### config.mk
export PLATFORM = sky130hd
export DESIGN_NAME = systolic_skew_feeder
export DESIGN_NICKNAME = d
export VERILOG_FILES = /design/src/rtl/systolic_skew_feeder.sv
export SDC_FILE = /design/constraint.sdc
export NUM_CORES = 2
export LEC_CHECK = 0
export CAP_MARGIN = 25
export CORE_MARGIN = 5
export CORE_UTILIZATION = 48
export DETAILED_ROUTE_END_ITERATION = 10
export PLACE_DENSITY = 0.72
export SLEW_MARGIN = 20
export SYNTH_ARGS = -nofsm -noshare
export SYNTH_HDL_FRONTEND = slang
export SYNTH_SLANG_ARGS = --single-unit
### constraint.sdc
create_clock -name clk -period 45.6 [get_ports clk]
set_input_delay 9.12 -clock clk [delete_from_list [all_inputs] [get_ports clk]]
set_output_delay 9.12 -clock clk [all_outputs]
set_load 0.01 [all_outputs]
### src/rtl/systolic_skew_feeder.sv
// systolic_skew_feeder: buffers one A and one B operand matrix and streams them
// into an NxN output-stationary systolic array with diagonal skew, then holds
// zeros for a drain period and pulses done once the array results are final.
module systolic_skew_feeder #(
    parameter int DATA_WIDTH   = 8,
    parameter int ARRAY_SIZE   = 8,
    parameter int DRAIN_CYCLES = 8
) (
    input  logic                             clk,
    input  logic                             rst,
    input  logic                             wr_en,
    input  logic                             wr_sel,
    input  logic [$clog2(ARRAY_SIZE)-1:0]    wr_row,
    input  logic [ARRAY_SIZE*DATA_WIDTH-1:0] wr_data,
    input  logic                             start,
    output logic                             busy,
    output logic                             done,
    output logic [ARRAY_SIZE*DATA_WIDTH-1:0] a_out,
    output logic [ARRAY_SIZE*DATA_WIDTH-1:0] b_out
);

    localparam int N  = ARRAY_SIZE;
    localparam int DW = DATA_WIDTH;
    // Feed counter spans t = 0 .. 2N-2
    localparam int TW = $clog2(2 * N - 1);
    localparam int CW = (DRAIN_CYCLES > 1) ? $clog2(DRAIN_CYCLES) : 1;

    localparam logic [TW-1:0] LAST_T     = TW'(2 * N - 2);
    localparam logic [CW-1:0] DRAIN_LAST = CW'((DRAIN_CYCLES > 0) ? DRAIN_CYCLES - 1 : 0);

    typedef enum logic [1:0] {
        S_IDLE,
        S_FEED,
        S_DRAIN,
        S_DONE
    } state_e;

    state_e              state_q;
    logic [TW-1:0]       t_q;
    logic [CW-1:0]       drain_q;
    logic                busy_q;
    logic                done_q;
    logic [N*DW-1:0]     a_out_q;
    logic [N*DW-1:0]     b_out_q;

    logic [DW-1:0]       a_buf_q [N][N];
    logic [DW-1:0]       b_buf_q [N][N];
    logic [DW-1:0]       a_buf_d [N][N];
    logic [DW-1:0]       b_buf_d [N][N];

    logic                wr_ok;
    logic [TW-1:0]       t_sel;
    logic [N*DW-1:0]     a_skew;
    logic [N*DW-1:0]     b_skew;

    // Writes land only while no feed is in flight
    assign wr_ok = wr_en && (state_q == S_IDLE || state_q == S_DONE);

    // Next buffer contents; the feed reads these so a write paired with start is seen at t=0
    always_comb begin
        // NOTE: every comb output gets a default first so no path can infer a latch.
        a_buf_d = a_buf_q;
        b_buf_d = b_buf_q;
        if (wr_ok) begin
            for (int k = 0; k < N; k++) begin
                if (!wr_sel) a_buf_d[wr_row][k] = wr_data[k*DW +: DW];
                else         b_buf_d[wr_row][k] = wr_data[k*DW +: DW];
            end
        end
    end

    // Skewed operand vectors for the feed step about to be registered
    always_comb begin
        t_sel  = (state_q == S_FEED) ? t_q + TW'(1) : '0;
        a_skew = '0;
        b_skew = '0;
        for (int i = 0; i < N; i++) begin
            for (int k = 0; k < N; k++) begin
                // Element k of row/column i is due when t == i + k
                if (int'(t_sel) == i + k) begin
                    a_skew[i*DW +: DW] = a_buf_d[i][k];
                    b_skew[i*DW +: DW] = b_buf_d[k][i];
                end
            end
        end
    end

    // Operand buffer storage
    always_ff @(posedge clk or posedge rst) begin
        if (rst) begin
            // NOTE: the buffers are reset on purpose: a run started right after reset must stream zeros.
            for (int i = 0; i < N; i++) begin
                for (int k = 0; k < N; k++) begin
                    a_buf_q[i][k] <= '0;
                    b_buf_q[i][k] <= '0;
                end
            end
        end else begin
            a_buf_q <= a_buf_d;
            b_buf_q <= b_buf_d;
        end
    end

    // Run sequencing with registered busy/done and skewed operand outputs
    always_ff @(posedge clk or posedge rst) begin
        if (rst) begin
            state_q <= S_IDLE;
            t_q     <= '0;
            drain_q <= '0;
            busy_q  <= 1'b0;
            done_q  <= 1'b0;
            a_out_q <= '0;
            b_out_q <= '0;
        end else begin
            // NOTE: state uses non-blocking assignment so every register sees pre-edge values.
            done_q  <= 1'b0;
            a_out_q <= '0;
            b_out_q <= '0;
            case (state_q)
                S_IDLE: begin
                    if (start) begin
                        state_q <= S_FEED;
                        t_q     <= '0;
                        busy_q  <= 1'b1;
                        a_out_q <= a_skew;
                        b_out_q <= b_skew;
                    end
                end
                S_FEED: begin
                    if (t_q == LAST_T) begin
                        if (DRAIN_CYCLES == 0) begin
                            state_q <= S_DONE;
                            busy_q  <= 1'b0;
                            done_q  <= 1'b1;
                        end else begin
                            state_q <= S_DRAIN;
                            drain_q <= '0;
                        end
                    end else begin
                        t_q     <= t_q + TW'(1);
                        a_out_q <= a_skew;
                        b_out_q <= b_skew;
                    end
                end
                S_DRAIN: begin
                    if (drain_q == DRAIN_LAST) begin
                        state_q <= S_DONE;
                        busy_q  <= 1'b0;
                        done_q  <= 1'b1;
                    end else begin
                        drain_q <= drain_q + CW'(1);
                    end
                end
                S_DONE: begin
                    state_q <= S_IDLE;
                end
                default: begin
                    state_q <= S_IDLE;
                    busy_q  <= 1'b0;
                end
            endcase
        end
    end

    assign busy  = busy_q;
    assign done  = done_q;
    assign a_out = a_out_q;
    assign b_out = b_out_q;

endmodule

Yosys cells after proc, flatten, opt, wreduce, memory -nomap -nowiden
Cells that the tools add are included.
Word-level totals
  logic and storage cells: 390
  bits of input ports: 72
  bits in registers: 1163
Operators by class
  reduce and logical (&&, ||, !) cells: 12
  bitwise gates (word level): 1
  add/sub/neg operators: 2
  $lt $le $gt $ge: 2
  equality and inequality tests: 24
  multiplexer cells: 214
Operator list (count)
  512-bit 2-to-1 mux: 32
  512-bit bitwise mux: 16
  64-bit demux with 3-bit select: 8
  8-bit 2-to-1 mux: 129
  64-bit 2-to-1 mux: 5
  64-bit case mux with 2 select lines: 2
  56-bit 2-to-1 mux: 1
  48-bit 2-to-1 mux: 1
  40-bit 2-to-1 mux: 1
  4-bit equality test (second input constant): 9
  32-bit 2-to-1 mux: 1
  24-bit 2-to-1 mux: 1
  4-bit by 3-bit equality test with 1-bit output (second input constant): 4
  16-bit 2-to-1 mux: 1
  4-bit 2-to-1 mux: 3
  3-bit AND reduction: 4
  4-bit by 2-bit equality test with 1-bit output (second input constant): 2
  2-bit inequality test (second input constant): 4
  2-bit case mux with 4 select lines: 1
  4-bit case mux with 2 select lines: 1
  2-bit 2-to-1 mux: 3
  3-bit 2-to-1 mux: 2
  3-bit case mux with 2 select lines: 1
  2-bit nonzero test: 3
  other kinds (15): 20

Depth between registers and ports, before layout
  depth in word-level cells: 39
  depth in mapped cells: 13
  depth with buffers taken out: 8

Worst setup path before layout
Ideal clock, no wire load.
  path type: input port to flip-flop
  start: input port wr_row[1]
  end: register b_out_q[62] (netlist: b_out[62])
  data required time: 45.478 ns
  path slack: 34.391 ns
  cell stages on the path: 9
  library setup time: 0.122 ns
  arrival: 11.087 ns
  path buffers: 3
  cell sequence: buf_2 -> or3b_1 -> clkbuf_1 -> nor2_4 -> buf_6 -> mux2_2 -> a222oi_1 -> nand2_1 -> a32o_1
RTL lines
  start: declaration: RTL line 13  | input logic [$clog2(ARRAY_SIZE)-1:0] wr_row,
  end signal: assignment: RTL line 126  | b_out_q <= b_skew;
  end signal: assignment: RTL line 142  | b_out_q <= b_skew;
  end: declaration: RTL line 44  | logic [N*DW-1:0] b_out_q;

==> flow_summary.yaml <==
critical_path:
  path_buf_inv: 2
  worst_path_max_delay_cell: "nor2_4"
  crit_start: "wr_row[2]"
  crit_chain: "clkdlybuf4s50_1 > nand3_1 > nor2_4 > buf_4 > mux2_2 > a222oi_1 > nand2_1 > a32o_1"
  critPathKind: "input pin to register"
  reg2reg_depth: 11
  start_kind: "input pin"
  slowest_delay_ns: 1.09
  reg2reg_to: "a_out[30]"
  crit_required_ns: 46.18
  crit_arrival_ns: 13.39
  cp_max_fo: 40
  endpoint_kind: "register"
  r2r_start: "t_q[0]"
  rrSetupSlack_ns: 39.43
  cpLargestDelayFamily: "simple AND/OR/NAND/NOR gates"
clock_tree:
  cts_setup_buffers: 0
  hold_buffers: 0
  clock-sinks: 1163
  cts.repair.resized: 0
  path_clk_slew_ns: 0.06
  cts_root_buffer: "clkbuf_16"
  cts_tree: "done"
  cts_buffers: 114
  clk_path_buf_depth: 3
  htree_levels: 3
  clk_latency_ns: 0.72
power:
  max-vdd-ir-drop_uv: 41.2
  power_density_nw_per_um2: 58.9
  leakage_nw: 26.3
  total_power_mw: 3.41
grt:
  grt_pass1_vias: 36100
  grt_overflow: 0
  antenna_found_initial: 25
  grt_pass1_wl_um: 249000
  grt_max_degree: 173
  grtUsageTotal_pct: 30.0
logic_synthesis:
  syn-cell-area_sq_um: 50400
  async_flop_share_pct: 100
  avgSynthCellArea_sq_um: 13.2
  synth_top_flop_cell: "dfrtp_1"
  yosys_register_bits: 1163
  synth.distinct_cells: 85
  mappedNetlistNets: 3907
  synth_edf_count: 0
  ys_warn_count: 0
  ys_seq_area_share_pct: 57.8
  syn_inst: 3828
routing:
  drt_iter0_drc: 4012
  num_vias: 35700
  ant_nets: 0
  vias_per_cell: 6.57
  drc_errors: 0
  wl_um: 171000
  wl_per_cell_um: 31.4
  drtPass1Iterations: 6
place:
  portBuffers: 201
  gp_congestion: 0.856
  dp.cells: 5213
  dpl.hpwl_um: 99400
min_path:
  hold_depth: 2
  worstHoldEndpoint: "b_buf_q[269]"
  hp-start: "b_buf_q[269]"
  hold_path.class: "register to register"
timing:
  finalHoldViolations: 0
  slew_headroom_pct: 21.9
  rsz0062_at_grt: "no"
  slew_viol_final: 0
  worst_pin_slew_ns: 1.17
  tns_ns: 0
  finalClockSkew_ns: 0.0300
  setup_viol_count_final: 0
  fmax_mhz: 78.1
  whs_ns: 0.478
  min_period_over_period_pct: 28.1
  min_period_ns: 12.80
cells_and_area:
  layout-drive-gt1-share_pct: 33.1
  syn2layout_area_growth_pct: 15.1
  nets: 4035
  final_util_pct: 55.8
  instances_no_fill: 5439
die:
  die-area_sq_um: 111000
  fp-row-count: 118
  start_util_pct: 48.5
  die_x_um: 334
  die_h_um: 334
  core_sq_um: 104000
  pin_count: 202
flow_run:
  cap_violations: 0
run_status:
  outcome: "finished clean"
[cells by family (layout without fill, tap and decap cells)]
group	after synthesis	count (layout)	share of synthesized area [%]
buffers and inverters	372	591	3.14
AND/OR/NAND/NOR	431	431	4.27
AO/OA/AOI/OAI	886	886	13.0
other	0	12	0
multiplexers	969	969	21.6
adder cells (fa/ha/maj)	7	7	0.174
flip-flops	1163	1163	57.8
[worst max-delay path by stage]
stage,end,cells after the start
floorplan,a_buf_q[0],1
global placement,a_buf_q[412],6
detailed placement,a_buf_q[479],6
CTS,a_buf_q[479],6
global route,a_buf_q[503],7
finish,b_out[62],8
[state kept, by name, indices dropped and copies added (netlist names)]
signal,count
a_buf_q,512
a_out,64
b_buf_q,512
b_out,64
busy,1
done,1
drain_q,3
state_q,2
t_q,4
[cells in the final DEF (no fill, tap or decap), types with 12 or more instances in the layout]
cell type        count
a21oi_1            109
clkinv_2            24
mux2_2             926
o21ai_0            104
o221ai_1            30
clkbuf_1            24
and2_1              35
clkbuf_8            28
or2_2               17
and3_1              13
a31oi_1             37
buf_4              130
o22a_1              17
a21o_1              27
dfrtp_1           1163
a22o_1             125
nand3_1             56
a22oi_1             84
a211o_1             17
a221o_1             13
nor2_1              41
o22ai_1             52
diode_2             12
mux2_1              13
nand2_1            172
mux2i_1             30
inv_1               36
o211ai_1            31
a211oi_1            33
a2111oi_0           23
o21a_1              22
a221oi_1            29
clkdlybuf4s50_1    199
clkbuf_16          115
[tightest hold or removal path: stages, from the launching register on]
cell and delay, ns:
dfrtp_1 0.34, nand2_1 0.05, nand2_1 0.05
[metal layers]
layer / GRT usage [%] / vias to the layer above / wire, um
met5: 0 / - / 55
met4: 14.0 / 8 / 9500
met3: 6.95 / 450 / 18000
met2: 45.7 / 2019 / 75900
met1: 41.2 / 18800 / 67500
li1: - / 14400 / -
[final cells by class]
class / instances / area, sq um
antenna: 12 / 30.0
fill: 8462 / 45800
tap: 1380 / 1730
timing repair buffer: 346 / 3210
clock inverter: 40 / 487
multi-input combinational: 2293 / 19900
clock buffer: 167 / 3350
sequential: 1163 / 29100
inverter: 38 / 150
[power by group]
part	leakage [nW]	internal, mW	switching, mW	total [mW]
Clock	1.89	0.550	0.415	0.964
Sequential	15.0	1.43	0.101	1.53
Combinational	9.47	0.412	0.503	0.914
Total	26.3	2.39	1.02	3.41
[cell usage after synthesis (45+ instances only)]
cell | instances | share of area, %
buf_2 | 130 | 1.3
o21ai_0 | 104 | 1.0
a21oi_1 | 113 | 1.1
mux2_2 | 926 | 21
a22o_1 | 125 | 2.2
nor2_1 | 45 | 0.34
o22ai_1 | 52 | 0.65
a22oi_1 | 84 | 1.3
dfrtp_1 | 1163 | 58
clkbuf_1 | 185 | 1.4
nand2_1 | 185 | 1.4
nand3_1 | 58 | 0.58
[per-stage QoR]
step / area [sq um] / worst slack, ns
global placement: 53900 / 31.79
CTS: 57800 / 32.53
floorplan: 50400 / 3.72
global route: 57900 / 32.40
detailed placement: 53900 / 31.78
finish: 57900 / 32.80
Note: power is estimated with default switching activity, not from simulation.
